## src/rtl/nn_vga_pkg.sv

```systemverilog
// Shared timing defaults, counter widths and colour constants for the VGA dot display.
package nn_vga_pkg;
    localparam int DEF_CLK_DIV  = 2;
    localparam int DEF_DOT_SIZE = 8;
    localparam int DEF_H_ACTIVE = 640;
    localparam int DEF_H_FP     = 16;
    localparam int DEF_H_SYNC   = 96;
    localparam int DEF_H_BP     = 48;
    localparam int DEF_V_ACTIVE = 480;
    localparam int DEF_V_FP     = 10;
    localparam int DEF_V_SYNC   = 2;
    localparam int DEF_V_BP     = 33;
    localparam int DEF_H_TOTAL  = DEF_H_ACTIVE + DEF_H_FP + DEF_H_SYNC + DEF_H_BP;
    localparam int DEF_V_TOTAL  = DEF_V_ACTIVE + DEF_V_FP + DEF_V_SYNC + DEF_V_BP;

    localparam int CNT_W = 10;
    localparam int SHD_W = 11;
    localparam int SUM_W = 12;

    typedef struct packed {
        logic [3:0] r;
        logic [3:0] g;
        logic [3:0] b;
    } rgb_t;

    localparam rgb_t BLACK  = 12'h000;
    localparam rgb_t RED    = 12'hF00;
    localparam rgb_t GREEN  = 12'h0F0;
    localparam rgb_t YELLOW = 12'hFF0;

    // Anything that does not fit in 11 bits parks the dot at 0x7FF, far off-screen.
    function automatic logic [SHD_W-1:0] sat_coord(input logic [31:0] coord);
        return (|coord[31:SHD_W]) ? {SHD_W{1'b1}} : coord[SHD_W-1:0];
    endfunction
endpackage

```

## src/rtl/nn_vga_timing.sv

```systemverilog
// Pixel divider, horizontal/vertical raster counters and sync decode.
module nn_vga_timing
    import nn_vga_pkg::*;
#(
    parameter int CLK_DIV  = DEF_CLK_DIV,
    parameter int H_ACTIVE = DEF_H_ACTIVE,
    parameter int H_FP     = DEF_H_FP,
    parameter int H_SYNC   = DEF_H_SYNC,
    parameter int H_BP     = DEF_H_BP,
    parameter int V_ACTIVE = DEF_V_ACTIVE,
    parameter int V_FP     = DEF_V_FP,
    parameter int V_SYNC   = DEF_V_SYNC,
    parameter int V_BP     = DEF_V_BP
) (
    input  logic             clk,
    input  logic             rst,
    output logic             tick,
    output logic [CNT_W-1:0] h_cnt,
    output logic [CNT_W-1:0] v_cnt,
    output logic             active,
    output logic             hsync,
    output logic             vsync,
    output logic             vblank_start,
    output logic             frame_start
);
    localparam int H_TOTAL = H_ACTIVE + H_FP + H_SYNC + H_BP;
    localparam int V_TOTAL = V_ACTIVE + V_FP + V_SYNC + V_BP;
    localparam int DIV_W   = (CLK_DIV > 1) ? $clog2(CLK_DIV) : 1;

    localparam logic [DIV_W-1:0] DIV_LAST   = DIV_W'(CLK_DIV - 1);
    localparam logic [CNT_W-1:0] H_LAST     = CNT_W'(H_TOTAL - 1);
    localparam logic [CNT_W-1:0] V_LAST     = CNT_W'(V_TOTAL - 1);
    localparam logic [CNT_W-1:0] H_ACT      = CNT_W'(H_ACTIVE);
    localparam logic [CNT_W-1:0] V_ACT      = CNT_W'(V_ACTIVE);
    localparam logic [CNT_W-1:0] V_ACT_LAST = CNT_W'(V_ACTIVE - 1);
    localparam logic [CNT_W-1:0] HS_BEGIN   = CNT_W'(H_ACTIVE + H_FP);
    localparam logic [CNT_W-1:0] HS_END     = CNT_W'(H_ACTIVE + H_FP + H_SYNC);
    localparam logic [CNT_W-1:0] VS_BEGIN   = CNT_W'(V_ACTIVE + V_FP);
    localparam logic [CNT_W-1:0] VS_END     = CNT_W'(V_ACTIVE + V_FP + V_SYNC);

    logic [DIV_W-1:0] div;
    logic             h_last;
    logic             v_last;

    assign tick   = (div == DIV_LAST);
    assign h_last = (h_cnt == H_LAST);
    assign v_last = (v_cnt == V_LAST);

    assign active = (h_cnt < H_ACT) && (v_cnt < V_ACT);
    assign hsync  = (h_cnt >= HS_BEGIN) && (h_cnt < HS_END);
    assign vsync  = (v_cnt >= VS_BEGIN) && (v_cnt < VS_END);

    // Position flag: the next tick moves the raster into the first blanking line.
    assign vblank_start = h_last && (v_cnt == V_ACT_LAST);

    always_ff @(posedge clk) begin
        if (rst) begin
            div         <= '0;
            h_cnt       <= '0;
            v_cnt       <= '0;
            frame_start <= 1'b0;
        end else begin
            div         <= tick ? '0 : div + 1'b1;
            // Only a real wrap marks a frame; leaving reset at (0,0) does not.
            frame_start <= tick && h_last && v_last;
            if (tick) begin
                if (h_last) begin
                    h_cnt <= '0;
                    v_cnt <= v_last ? '0 : v_cnt + 1'b1;
                end else begin
                    h_cnt <= h_cnt + 1'b1;
                end
            end
        end
    end
endmodule

```

## src/rtl/nn_vga_dot_display.sv

```systemverilog
// 640x480 VGA raster painting a red and a green square dot at frame-shadowed CPU coordinates.
module nn_vga_dot_display
    import nn_vga_pkg::*;
#(
    parameter int CLK_DIV  = DEF_CLK_DIV,
    parameter int DOT_SIZE = DEF_DOT_SIZE,
    parameter int H_ACTIVE = DEF_H_ACTIVE,
    parameter int H_FP     = DEF_H_FP,
    parameter int H_SYNC   = DEF_H_SYNC,
    parameter int H_BP     = DEF_H_BP,
    parameter int V_ACTIVE = DEF_V_ACTIVE,
    parameter int V_FP     = DEF_V_FP,
    parameter int V_SYNC   = DEF_V_SYNC,
    parameter int V_BP     = DEF_V_BP
) (
    input  logic        CLK,
    input  logic        RST,
    input  logic [31:0] VGA_X_R,
    input  logic [31:0] VGA_Y_R,
    input  logic [31:0] VGA_X_G,
    input  logic [31:0] VGA_Y_G,
    output logic        VGA_HS,
    output logic        VGA_VS,
    output logic [3:0]  VGA_R,
    output logic [3:0]  VGA_G,
    output logic [3:0]  VGA_B,
    output logic        FRAME_START
);
    localparam logic [SUM_W-1:0] DOT_EXT = SUM_W'(DOT_SIZE);

    logic             tick;
    logic [CNT_W-1:0] h_cnt;
    logic [CNT_W-1:0] v_cnt;
    logic             active;
    logic             hsync;
    logic             vsync;
    logic             vblank_start;
    logic             frame_start;

    logic [SHD_W-1:0] x_r, y_r, x_g, y_g;
    logic             hit_r, hit_g;
    rgb_t             rgb_next, rgb_q;

    nn_vga_timing #(
        .CLK_DIV  (CLK_DIV),
        .H_ACTIVE (H_ACTIVE),
        .H_FP     (H_FP),
        .H_SYNC   (H_SYNC),
        .H_BP     (H_BP),
        .V_ACTIVE (V_ACTIVE),
        .V_FP     (V_FP),
        .V_SYNC   (V_SYNC),
        .V_BP     (V_BP)
    ) u_timing (
        .clk          (CLK),
        .rst          (RST),
        .tick         (tick),
        .h_cnt        (h_cnt),
        .v_cnt        (v_cnt),
        .active       (active),
        .hsync        (hsync),
        .vsync        (vsync),
        .vblank_start (vblank_start),
        .frame_start  (frame_start)
    );

    // 12-bit compare so a dot near 0x7FF cannot wrap back onto the screen.
    function automatic logic on_dot(input logic [SHD_W-1:0] origin, input logic [CNT_W-1:0] pos);
        logic [SUM_W-1:0] o;
        logic [SUM_W-1:0] p;
        o = SUM_W'(origin);
        p = SUM_W'(pos);
        return (p >= o) && (p < o + DOT_EXT);
    endfunction

    always_ff @(posedge CLK) begin
        if (RST) begin
            x_r <= '0;
            y_r <= '0;
            x_g <= '0;
            y_g <= '0;
        end else if (tick && vblank_start) begin
            x_r <= sat_coord(VGA_X_R);
            y_r <= sat_coord(VGA_Y_R);
            x_g <= sat_coord(VGA_X_G);
            y_g <= sat_coord(VGA_Y_G);
        end
    end

    assign hit_r = active && on_dot(x_r, h_cnt) && on_dot(y_r, v_cnt);
    assign hit_g = active && on_dot(x_g, h_cnt) && on_dot(y_g, v_cnt);

    always_comb begin
        rgb_next = BLACK;
        case ({hit_r, hit_g})
            2'b11:   rgb_next = YELLOW;
            2'b10:   rgb_next = RED;
            2'b01:   rgb_next = GREEN;
            default: rgb_next = BLACK;
        endcase
    end

    always_ff @(posedge CLK) begin
        if (RST) begin
            VGA_HS      <= 1'b1;
            VGA_VS      <= 1'b1;
            rgb_q       <= BLACK;
            FRAME_START <= 1'b0;
        end else begin
            VGA_HS      <= ~hsync;
            VGA_VS      <= ~vsync;
            rgb_q       <= rgb_next;
            FRAME_START <= frame_start;
        end
    end

    assign VGA_R = rgb_q.r;
    assign VGA_G = rgb_q.g;
    assign VGA_B = rgb_q.b;
endmodule

```

## config.mk

```make
export PLATFORM = sky130hd
export DESIGN_NAME = nn_vga_dot_display
export DESIGN_NICKNAME = d
export VERILOG_FILES = /design/src/rtl/nn_vga_pkg.sv /design/src/rtl/nn_vga_timing.sv /design/src/rtl/nn_vga_dot_display.sv
export SDC_FILE = /design/constraint.sdc
export NUM_CORES = 1
export LEC_CHECK = 0
export ABC_AREA = 1
export CELL_PAD_IN_SITES_DETAIL_PLACEMENT = 1
export CELL_PAD_IN_SITES_GLOBAL_PLACEMENT = 1
export CORE_MARGIN = 5
export CORE_UTILIZATION = 30
export CTS_CLUSTER_SIZE = 40
export DETAILED_ROUTE_END_ITERATION = 12
export PLACE_DENSITY = 0.78
export SLEW_MARGIN = 10
export SYNTH_ARGS = -nofsm -noshare
export SYNTH_HDL_FRONTEND = slang
export SYNTH_SLANG_ARGS = --single-unit
```

## constraint.sdc

```tcl
create_clock -name CLK -period 3.4 [get_ports CLK]
set_input_delay 1.02 -clock CLK [delete_from_list [all_inputs] [get_ports CLK]]
set_output_delay 1.02 -clock CLK [all_outputs]
set_load 0.1 [all_outputs]
```

==> results of run 1 <==
## metal layers
layer  vias up  part of all wire [%]  wire [um]  global-route usage [%]
li1       3037                     -          -                       -
met2       151                    48       8590                    29.0
met1      2713                    43       7780                    18.6
met4         0                   1.7        297                    4.90
met5         -                     0          0                       0
met3        23                   7.2       1280                    3.92
## final timing paths
path	startpoint	endpoint	slack (ns)	cells after the start
worst min-delay path	u_timing.frame_start$_SDFF_PP0_	FRAME_START$_SDFF_PP0_	0.44	2
worst max-delay path	VGA_X_R[30]	x_r[8]$_SDFFE_PP0P_	0.91	6
worst max register to register	u_timing.h_cnt[1]$_SDFFE_PP0P_	y_g[10]$_SDFFE_PP0P_	1.22	11
worst min register to register	u_timing.frame_start$_SDFF_PP0_	FRAME_START$_SDFF_PP0_	0.44	2
## worst reg2reg max path, cell delays in order (launching register included)
cell and delay, ns:
dfxtp_1 0.44, ha_1 0.21, nand2_1 0.06, inv_1 0.10
nand3_1 0.11, inv_2 0.10, nand2_2 0.11, inv_4 0.14
nand2_8 0.29, inv_12 0.33, o21ai_1 0.12, nor2_1 0.12
## layout by cell type, fill, tap and decap left out, types with 3 or more instances in the layout
cell type | netlist | layout
nand2_1 | 150 | 150
o21a_1 | 4 | 4
nor3_2 | 40 | 40
nor3_1 | 30 | 30
inv_1 | 112 | 112
or2_2 | 12 | 12
conb_1 | 1 | 4
bufinv_16 | 0 | 5
nand4_1 | 20 | 20
o21ai_1 | 40 | 40
a21boi_0 | 3 | 3
clkbuf_16 | 0 | 9
xor2_1 | 16 | 16
clkdlybuf4s50_1 | 0 | 129
nor3b_1 | 4 | 4
nand3_1 | 35 | 35
nand2_2 | 3 | 3
nor2_1 | 132 | 132
xnor2_1 | 4 | 4
dfxtp_1 | 71 | 71
o21ai_0 | 19 | 19
ha_1 | 76 | 76
a21o_1 | 3 | 3
nor2_2 | 3 | 3
buf_4 | 12 | 16
a21oi_1 | 33 | 33
## cell type report
class	instances	area [sq um]	share of cell area (%)
Multi-Input combinational cell	644	3850	49.0
Inverter	115	447	5.69
Sequential cell	71	1420	18.1
Timing Repair Buffer	145	1410	18.0
Clock buffer	9	225	2.87
Tap cell	265	332	4.22
Clock inverter	7	168	2.13
## cells by family (layout without fill, tap and decap cells)
logic type      Yosys count  count (layout)  share of synthesized area [%]
simple gates            437             437                           35.6
buf+inv                 147             276                           12.1
compound gates          107             107                           9.63
fa+ha+maj                76              76                           15.9
flops                    71              71                           23.7
xor+xnor                 20              20                           2.93
other cells               1               4                         0.0626
## stage by stage
step / power, uW / util [%] / worst slack, ns / instances / cell area (sq um)
final: 2410 / 40.2 / 0.914 / 1256 / 7850
after global routing: 2490 / 40.2 / 0.748 / 1256 / 7850
after CTS: 2440 / 40.2 / 0.906 / 1256 / 7850
after detailed placement: 1180 / 38.2 / 0.544 / 1240 / 7460
after global placement: 1170 / 38.2 / 0.552 / 1240 / 7460
after floorplan: 1000 / - / 0.988 / 862 / 6000
## power breakdown
group / switching, uW / internal [uW]
Combinational: 147 / 164
Sequential: 7.92 / 837
Clock: 388 / 869
## state kept, by name (all words and copies together) (netlist names)
| register | flops |
|---|---|
| VGA_VS | 1 |
| u_timing.tick | 1 |
| y_r | 11 |
| y_g | 11 |
| VGA_HS | 1 |
| VGA_G | 1 |
| u_timing.h_cnt | 10 |
| FRAME_START | 1 |
| u_timing.v_cnt | 10 |
| x_r | 11 |
| VGA_R | 1 |
| x_g | 11 |
| u_timing.frame_start | 1 |
==> impl_metrics.toml, run 1 <==
[status]
status = "complete, no violations"

[worst_setup_path]
crit_arrival_ns = 2.72
crit_family = "simple AND/OR/NAND/NOR gates"
critical-path-max-stage-delay_ns = 0.46
cp-start-kind = "primary input"
crit_chain = "clkdlybuf4s50_1 -> or2_2 -> nor3_1 -> nand3_1 -> nor3_1 -> nor2_1"
path_buf_inv = 1
cp-end-kind = "flop"
crit_top_cell = "nor3_1"
slowest_stage = "nand3_1"
crit_required_ns = 3.63
path_max_fanout = 11
crit_type = "in2reg"

[layout]
fillCellCount = 2464
drive_gt1_share_pct = 9.79
syn_to_final_growth_pct = 31.2
diodes = 0
nNetsFinal = 1192

[drt]
num_vias = 5924
drt_iter0_drc = 137
ant_nets = 0
finalWirelength_mm = 18.0
drc_errors = 0
vias_per_cell = 4.72
wl_per_cell_um = 14.3
dr.pass1.iters = 4

[floorplanning]
die_x_um = 151
start_util_pct = 30.7
dieArea_sq_um = 22900
die_h_um = 151
coreArea_sq_um = 19500
pin_count = 145
fp-row-count = 51

[logic_synthesis]
async_flop_share_pct = 0
synth_top_area_share_pct = 23.7
synth.largest_area_cell = "dfxtp_1"
synth_edf_count = 0
yosysMostFrequentCell = "nand2_1"
ys_top_cells_by_area = "dfxtp_1 24%, ha_1 16%, nand2_1 9.4%, nor2_1 8.3%, inv_1 7.0%"
synth.avg_cell_area_sq_um = 6.97
ys_top_cells_by_count = "150 x nand2_1, 132 x nor2_1, 112 x inv_1, 76 x ha_1, 71 x dfxtp_1"
yosysWarnings = 0
ys_types = 40
netlist_instances = 859
yosysSeqAreaShare_pct = 23.7
synth_flop_cell = "dfxtp_1"
ys_ff_latch = 71
syn_area_sq_um = 5990

[global_routing]
grtUsageTotal_pct = 16.1
grt_pass1_wl_mm = 29.6
grt_pass1_vias = 6274
grt_max_degree = 46
antenna_found_initial = 0
grt-ovfl-total = 0

[cts]
clockBufferDepth = 2
clk_latency_ns = 0.35
cts_max_level = 3
hold_buffers = 0
numCtsBuffers = 9
clock_sinks = 71
cts_tree = "yes"
cts_setup_buffers = 0
clkTransAtPathRegs_ns = 0.06
clock-root-buffer = "clkbuf_16"
cts-resized-gates = 0

[worst_hold_path]
min_path_type = "reg2reg"

[timing]
worst_pin_slew_ns = 0.637
fin_setup_tns_ns = 0
finalHoldViolCount = 0
rsz0062_at_grt = "no"
clock_skew_ns = 0.00627
slew_viol_final = 0
whs_ns = 0.438
slew_headroom_pct = 57.4
setup-violations-final = 0
fin_crit_ns = 2.49
period_share_pct = 73.1
fmax_mhz = 402

[power_and_ir_drop]
irDropWorstVdd_mv = 0.204
power.density_nw_per_um2 = 307
p_leak_uw = 0.00333

[job]
drv_cap = 0

[placed_design]
dpl.hpwl_mm = 14.1
numPortBuffers = 140
gp_congestion = 0.833
(Power assumes the default switching activity.)
==> inputs of run 2 (changes only) <==
clock period = 2.3 ns   (was 3.4 ns; I/O delays follow)
==> impl_metrics.toml, run 2 (same netlist as run 1, synthesis figures left out) <==
[power_and_ir_drop]
power_switching_uw = 815
seqPwrFrac_pct = 38.4
p_leak_uw = 0.00339
internal_power_uw = 2430
combPwrFrac_pct = 14.3
power_frac_clock_pct = 47.3
irDropWorstVdd_mv = 0.264
sw_frac_of_total_pct = 25.1
power.density_nw_per_um2 = 410

[timing]
finalHoldViolCount = 0
period_share_pct = 88.5
clock_skew_ns = 0.00637
slew_viol_final = 0
whs_ns = 0.428
fin_setup_tns_ns = 0
setup-violations-final = 0
slew_headroom_pct = 66.6
fmax_mhz = 491
worst_pin_slew_ns = 0.501
rsz0062_at_grt = "no"
fin_crit_ns = 2.04

[status]
status = "complete, no violations"

[drt]
ant_nets = 0
wl_per_cell_um = 13.8
drc_errors = 0
dr.pass1.iters = 4
num_vias = 5938
vias_per_cell = 4.66
drt_iter0_drc = 140
finalWirelength_mm = 17.6

[cts]
clock-root-buffer = "clkbuf_16"
clock_sinks = 71
cts_setup_buffers = 0
clkTransAtPathRegs_ns = 0.06
hold_buffers = 0
cts-resized-gates = 0
numCtsBuffers = 9
cts_max_level = 3
clk_latency_ns = 0.35
clockBufferDepth = 2
cts_tree = "yes"

[worst_setup_path]
crit_required_ns = 2.58
crit_type = "reg2reg"
crit_arrival_ns = 2.32
cp-end-kind = "flop"
cp-start-kind = "flop"
path_max_fanout = 5

[layout]
final_cell_mix = "150 x nand2_1, 132 x nor2_1, 129 x clkdlybuf4s50_1, 112 x inv_1, 76 x ha_1"
diodes = 0
seq_area_sq_um = 1420
syn_to_final_growth_pct = 32.4
fillCellCount = 2511
nNetsFinal = 1209
multiInputGateArea_sq_um = 3850
drive_gt1_share_pct = 11.3
final_common_cell = "nand2_1"

[global_routing]
grt_pass1_wl_mm = 29.1
grtUsageTotal_pct = 15.8
grt_pass1_vias = 6302
grt-ovfl-total = 0
grt_max_degree = 51
antenna_found_initial = 0

[placed_design]
gp_congestion = 0.795
dpl.hpwl_mm = 14.4
numPortBuffers = 140

[floorplanning]
pin_count = 145
die_h_um = 151
die_x_um = 151
coreArea_sq_um = 19500
start_util_pct = 30.7
fp-row-count = 51
dieArea_sq_um = 22900

[job]
drv_cap = 0

[worst_hold_path]
min_path_type = "reg2reg"
==> run 2: path summary, 6_finish.rpt <==
check                                                startpoint                     end  slack (ns)  depth (start not counted)
worst max-delay path                        x_g[3]$_SDFFE_PP0P_     VGA_G[2]$_SDFF_PP0_        0.26                         13
worst min-delay path            u_timing.frame_start$_SDFF_PP0_  FRAME_START$_SDFF_PP0_        0.43                          2
worst min register to register  u_timing.frame_start$_SDFF_PP0_  FRAME_START$_SDFF_PP0_        0.43                          2
worst max register to register              x_g[3]$_SDFFE_PP0P_     VGA_G[2]$_SDFF_PP0_        0.26                         13
==> run 2: cell type report <==
cell class                      count  area share, %
Timing Repair Buffer              162           19.6
Clock inverter                      7           1.23
Clock buffer                        9           2.84
Inverter                          115           5.64
Multi-Input combinational cell    644           48.6
Sequential cell                    71           17.9
Tap cell                          265           4.18
==> run 2: critical path, stage by stage, from the launching register on <==
cell and delay, ns:
dfxtp_1 0.43, ha_1 0.23, nand2_1 0.07, nor2_1 0.16, xor2_1 0.17, ha_1 0.26
a21oi_1 0.15, o21a_1 0.13, nand2_1 0.06, nand2_1 0.07, nand2_1 0.05, nand2_1 0.06
nand2_1 0.05, nor2_1 0.08
==> run 2: power groups by stage <==
stage               sequential, uW  clock, uW  combinational [uW]
detailed placement            1270          0                 466
CTS                           1250       1580                 469
floorplan                     1290          0                 189
global route                  1250       1620                 493
finish                        1250       1540                 464
global placement              1270          0                 459
==> run 2: metal layers <==
metal	vias to the layer above	wire (um)	GRT usage, %
li1	3078	-	-
met1	2704	8050	19.2
met2	145	8150	27.7
met3	11	1240	4.01
met4	0	136	3.81
met5	-	0	0
==> run 2: through the flow <==
step	power (uW)	instance area [sq um]	worst slack (ns)	cells	utilization [%]
finish	3250	7920	0.263	1273	40.6
global route	3370	7920	0.0503	1273	40.6
CTS	3290	7920	0.250	1273	40.6
detailed placement	1740	7600	0.0263	1257	38.9
global placement	1730	7600	0.0422	1257	38.9
floorplan	1480	6000	0.218	862	-
